`src/rtl/car_sensor_driver.sv`:
```
// Gate-sensor stimulus generator: drives outer/inner sensor waveforms for
// car/pedestrian enter/exit crossings, D cycles per phase, R crossings per command.
module car_sensor_driver #(
  parameter int PHASE_W = 8,
  parameter int REP_W   = 5
) (
  input  logic               clk,
  input  logic               reset_n,
  input  logic               start,
  input  logic [1:0]         cmd,
  input  logic [PHASE_W-1:0] dwell,
  input  logic [REP_W-1:0]   reps,
  input  logic               abort,
  output logic               outer,
  output logic               inner,
  output logic               busy,
  output logic               done
);

  localparam logic [2:0] ST_IDLE = 3'd0;
  localparam logic [2:0] ST_PH1  = 3'd1;
  localparam logic [2:0] ST_PH2  = 3'd2;
  localparam logic [2:0] ST_PH3  = 3'd3;
  localparam logic [2:0] ST_PH4  = 3'd4;

  localparam logic [PHASE_W-1:0] ONE_D = {{(PHASE_W-1){1'b0}}, 1'b1};
  localparam logic [REP_W-1:0]   ONE_R = {{(REP_W-1){1'b0}}, 1'b1};

  logic [2:0]         state_q, state_d;
  logic [1:0]         cmd_q, cmd_d;
  logic [PHASE_W-1:0] dwell_q, dwell_d;
  logic [PHASE_W-1:0] cnt_q, cnt_d;
  logic [REP_W-1:0]   reps_q, reps_d;
  logic               outer_q, outer_d;
  logic               inner_q, inner_d;
  logic               busy_q, busy_d;
  logic               done_q, done_d;
  logic               phase_end;
  logic [1:0]         pat;

  // cmd[0] selects exit (inner first); cmd[1] selects pedestrian, whose PH2 is
  // a gap rather than both-blocked, so (1,1) can never occur for pedestrians.
  function automatic logic [1:0] phase_pat(input logic [1:0] c, input logic [2:0] st);
    logic [1:0] p;
    p = 2'b00;
    case (st)
      ST_PH1:  p = c[0] ? 2'b01 : 2'b10;
      ST_PH2:  p = c[1] ? 2'b00 : 2'b11;
      ST_PH3:  p = c[0] ? 2'b10 : 2'b01;
      default: p = 2'b00;
    endcase
    return p;
  endfunction

  assign phase_end = (cnt_q == dwell_q - ONE_D);

  always_comb begin
    state_d = state_q;
    cmd_d   = cmd_q;
    dwell_d = dwell_q;
    cnt_d   = cnt_q;
    reps_d  = reps_q;
    busy_d  = busy_q;
    done_d  = 1'b0;
    pat     = 2'b00;

    if (state_q == ST_IDLE) begin
      if (start && !abort) begin
        state_d = ST_PH1;
        cmd_d   = cmd;
        dwell_d = (dwell == '0) ? ONE_D : dwell;
        reps_d  = (reps == '0) ? ONE_R : reps;
        cnt_d   = '0;
        busy_d  = 1'b1;
      end
    end else if (abort) begin
      state_d = ST_IDLE;
      cnt_d   = '0;
      reps_d  = '0;
      busy_d  = 1'b0;
    end else if (!phase_end) begin
      cnt_d = cnt_q + ONE_D;
    end else begin
      cnt_d = '0;
      if (state_q != ST_PH4) begin
        state_d = state_q + 3'd1;
      end else if (reps_q > ONE_R) begin
        state_d = ST_PH1;
        reps_d  = reps_q - ONE_R;
      end else begin
        state_d = ST_IDLE;
        reps_d  = '0;
        busy_d  = 1'b0;
        done_d  = 1'b1;
      end
    end

    // Outputs are registered from the next state so they line up with it.
    if (state_d != ST_IDLE) pat = phase_pat(cmd_d, state_d);
    outer_d = pat[1];
    inner_d = pat[0];
  end

  always_ff @(posedge clk or negedge reset_n) begin
    if (!reset_n) begin
      state_q <= ST_IDLE;
      cmd_q   <= '0;
      dwell_q <= '0;
      cnt_q   <= '0;
      reps_q  <= '0;
      outer_q <= 1'b0;
      inner_q <= 1'b0;
      busy_q  <= 1'b0;
      done_q  <= 1'b0;
    end else begin
      state_q <= state_d;
      cmd_q   <= cmd_d;
      dwell_q <= dwell_d;
      cnt_q   <= cnt_d;
      reps_q  <= reps_d;
      outer_q <= outer_d;
      inner_q <= inner_d;
      busy_q  <= busy_d;
      done_q  <= done_d;
    end
  end

  assign outer = outer_q;
  assign inner = inner_q;
  assign busy  = busy_q;
  assign done  = done_q;

endmodule

```
`config.mk`:
```
export PLATFORM = sky130hd
export DESIGN_NAME = car_sensor_driver
export DESIGN_NICKNAME = d
export VERILOG_FILES = /design/src/rtl/car_sensor_driver.sv
export SDC_FILE = /design/constraint.sdc
export NUM_CORES = 1
export LEC_CHECK = 0
export ABC_AREA = 1
export CAP_MARGIN = 20
export CORE_ASPECT_RATIO = 1.2
export CORE_MARGIN = 2
export CORE_UTILIZATION = 25
export DETAILED_ROUTE_END_ITERATION = 12
export SKIP_CTS_REPAIR_TIMING = 1
export SYNTH_ARGS = -nofsm -noshare
export SYNTH_HDL_FRONTEND = slang
export SYNTH_SLANG_ARGS = --single-unit
```
`constraint.sdc`:
```
create_clock -name clk -period 2 [get_ports clk]
set_input_delay 0.4 -clock clk [delete_from_list [all_inputs] [get_ports clk]]
set_output_delay 0.4 -clock clk [all_outputs]
set_load 0.1 [all_outputs]
```
==> metrics <==
crit path DAT 2110 ps; initial antenna violation count 0; Worst Slack Setup Final between 70 and 80 ps; r2r setup slk a little over 70 ps; Vias 1709; CP max FO 6; Final ANT Viol Nets 0; area delta synth->final 34.75%; I/O Buffers 22; DRC 0; endpoints failing setup 0; Placer Congestion 0.7662; DRT iter0 DRCs 44; grt ovf 0; Worst Setup End Kind flip-flop; ANT cells 0; post-synthesis sequential area ratio 0.3934; cells on worst reg2reg path 11; CTS Buf Count 5; Worst setup endpoint busy; dpl hpwl 3.139 mm; CP required 2180 ps; Cell Area, Synth approximately 0.0019 mm2; Yosys cell types 30; most frequent cell after synthesis nand2_1; vias in the first global route roughly 1700; ys async rst share 1.000; Place WS -6.030 ps; Min Clock Period, post-route 1928 ps; yosys synthesis warning count 0; area share of the largest cell type after synthesis 0.3934; Max-slew headroom 0.7384; pins over their slew limit 0; Syn Nets ~270; status finished, final reports clean; synthesized instance count around 250; crit start category flip-flop; Clk Latency, worst-skew pair 290 ps; DRT Pass-1 Iters 4; R2R Path End busy; RR Startpoint dwell_q[0]; fin crit share 0.9638; EDFF count, synth 0; Post-Route Utilization 0.3514; unrepaired setup endpoints after global routing yes; Seq cells post-synth 30; Achievable Freq slightly above 0.5 GHz; first-pass GRT wire length 7.389 mm; Die Y roughly 100 um; IO Pins 23; crit path kind reg2reg; final-report hold violation count 0; Starting Density 0.2608; Avg Inst Size Synth between 7 and 8 um2; hold crit path type reg2reg; CTS tree yes; worst vdd rail ir drop 0.6232 mV; pin count of the biggest net entering global routing 31; Clock Sinks 30; Yosys top cell by area dfrtp_1; H-tree lvl count 2; Site Rows 34; critical path startpoint dwell_q[0]; Worst Skew approximately 13 ps; Leak ~1.2 nW; Commonest cells post-synth nand2_1, inv_1, dfrtp_1; Via density between 4 and 5; CTS max path bufs 2; clk root buf clkbuf_8; worst-margin pin slew around 390 ps; area of the core 0.007317 mm2; WL final 4.270 mm; layout cell share with drive strength beyond 1 0.2795; PD cells between 1000 and 1500 mW/mm2; top cells by area, synth dfrtp_1, nand2_1, inv_1, nand3_1, nor2_1; max-cap violations 0; CTS clk-pin slew, worst paths about 70 ps; GRT Util Overall 0.1074; post-layout net count about 320; DIE AREA 0.008350 mm2; Die W ~84 um; Synth Flop Type dfrtp_1; Avg WL per Cell about 11 um
[worst min path at each step]
stage                end  depth (start not counted)      from
6_report            busy                          2      busy
5_1_grt        reps_q[4]                          2   reset_n
4_1_cts        reps_q[4]                          2   reset_n
3_5_place_dp    cmd_q[1]                          1  cmd_q[1]
3_3_place_gp        busy                          2      busy
2_1_floorplan       busy                          0   reset_n
[critical path, cell delays in order (launching register included)]
cell and delay, ps:
dfrtp_1 390, buf_4 140, buf_4 130, xnor2_1 130, nor2_1 150, nand3_2 110, nor2_4 160, nand2_4 100
a21oi_4 190, o21ai_4 130, o21ai_1 140, nand2_1 60
[flip-flops by register name, indices dropped and copies added (netlist names)]
signal	cells
dwell_q	8
reps_q	5
state_q	3
outer	1
busy	1
cmd_q	2
done	1
cnt_q	8
inner	1
[cells in the final DEF (no fill, tap or decap), types with 2 or more instances in the layout]
| cell | synthesis | routed |
|---|---|---|
| nand2_1 | 56 | 51 |
| inv_1 | 33 | 31 |
| dfrtp_1 | 30 | 30 |
| nor2_1 | 22 | 21 |
| buf_4 | 0 | 20 |
| clkdlybuf4s50_1 | 0 | 18 |
| nand3_1 | 20 | 14 |
| o21ai_0 | 12 | 12 |
| nand2_2 | 6 | 10 |
| inv_2 | 6 | 8 |
| nand3_2 | 1 | 7 |
| xor2_1 | 7 | 7 |
| a21oi_1 | 7 | 7 |
| nor2_2 | 8 | 6 |
| nand4_1 | 6 | 6 |
| clkbuf_8 | 0 | 6 |
| nor2_4 | 2 | 5 |
| xnor2_1 | 5 | 5 |
| ha_1 | 6 | 4 |
| o21ai_2 | 3 | 3 |
| nor4_1 | 3 | 3 |
| a21oi_2 | 3 | 3 |
| buf_6 | 1 | 3 |
| nand2_4 | 1 | 2 |
| mux2_2 | 2 | 2 |
| nor3_1 | 2 | 2 |
| ha_4 | 0 | 2 |
[routing by layer]
metal  vias to the layer above  global-route usage  routed length [um]
li1                        884                   -                   -
met1                       792              0.1254                1843
met2                        23              0.1938                2243
met3                        10             0.02490                  97
met4                         0             0.03474                  85
met5                         -                   0                   0
[cells by family (layout without fill, tap and decap cells)]
logic type / count (synthesis) / in the layout / synth area share
flip-flops: 30 / 30 / 0.3934
AO/OA/AOI/OAI: 28 / 29 / 0.09509
adder cells (fa/ha/maj): 6 / 6 / 0.03934
AND/OR/NAND/NOR: 130 / 130 / 0.3207
XOR/XNOR: 12 / 12 / 0.05508
multiplexers: 2 / 2 / 0.01180
buffers and inverters: 41 / 88 / 0.08459
[power breakdown]
| group | switching (mW) | internal [mW] |
|---|---|---|
| Combinational | 1.22 | 0.820 |
| Clock | 0.242 | 0.276 |
| Sequential | 0.211 | 0.819 |
[layout make-up]
class                      count  area (um2)
fill                         766        4746
multi-input combinational    179        1102
sequential                    30       750.7
timing repair buffer          41       364.1
inverter                      39       146.4
tap                           90       112.6
clock buffer                   6       82.58
clock inverter                 2       12.51
[through the flow]
| stage | cell area, um2 | cells | hold WS [ps] | setup TNS (ps) | total power, mW |
|---|---|---|---|---|---|
| floorplan | 1911 | 249 | 104.4 | 0 | 2.334 |
| global placement | 2323 | 373 | 481.4 | 0 | 2.795 |
| detailed placement | 2323 | 373 | 493.6 | -6.030 | 2.819 |
| CTS | 2419 | 381 | 506.6 | -10.70 | 3.350 |
| global route | 2571 | 387 | 535.5 | -210.6 | 3.901 |
| finish | 2571 | 387 | 492.4 | 0 | 3.586 |
Power figures use the tool's default switching activity.
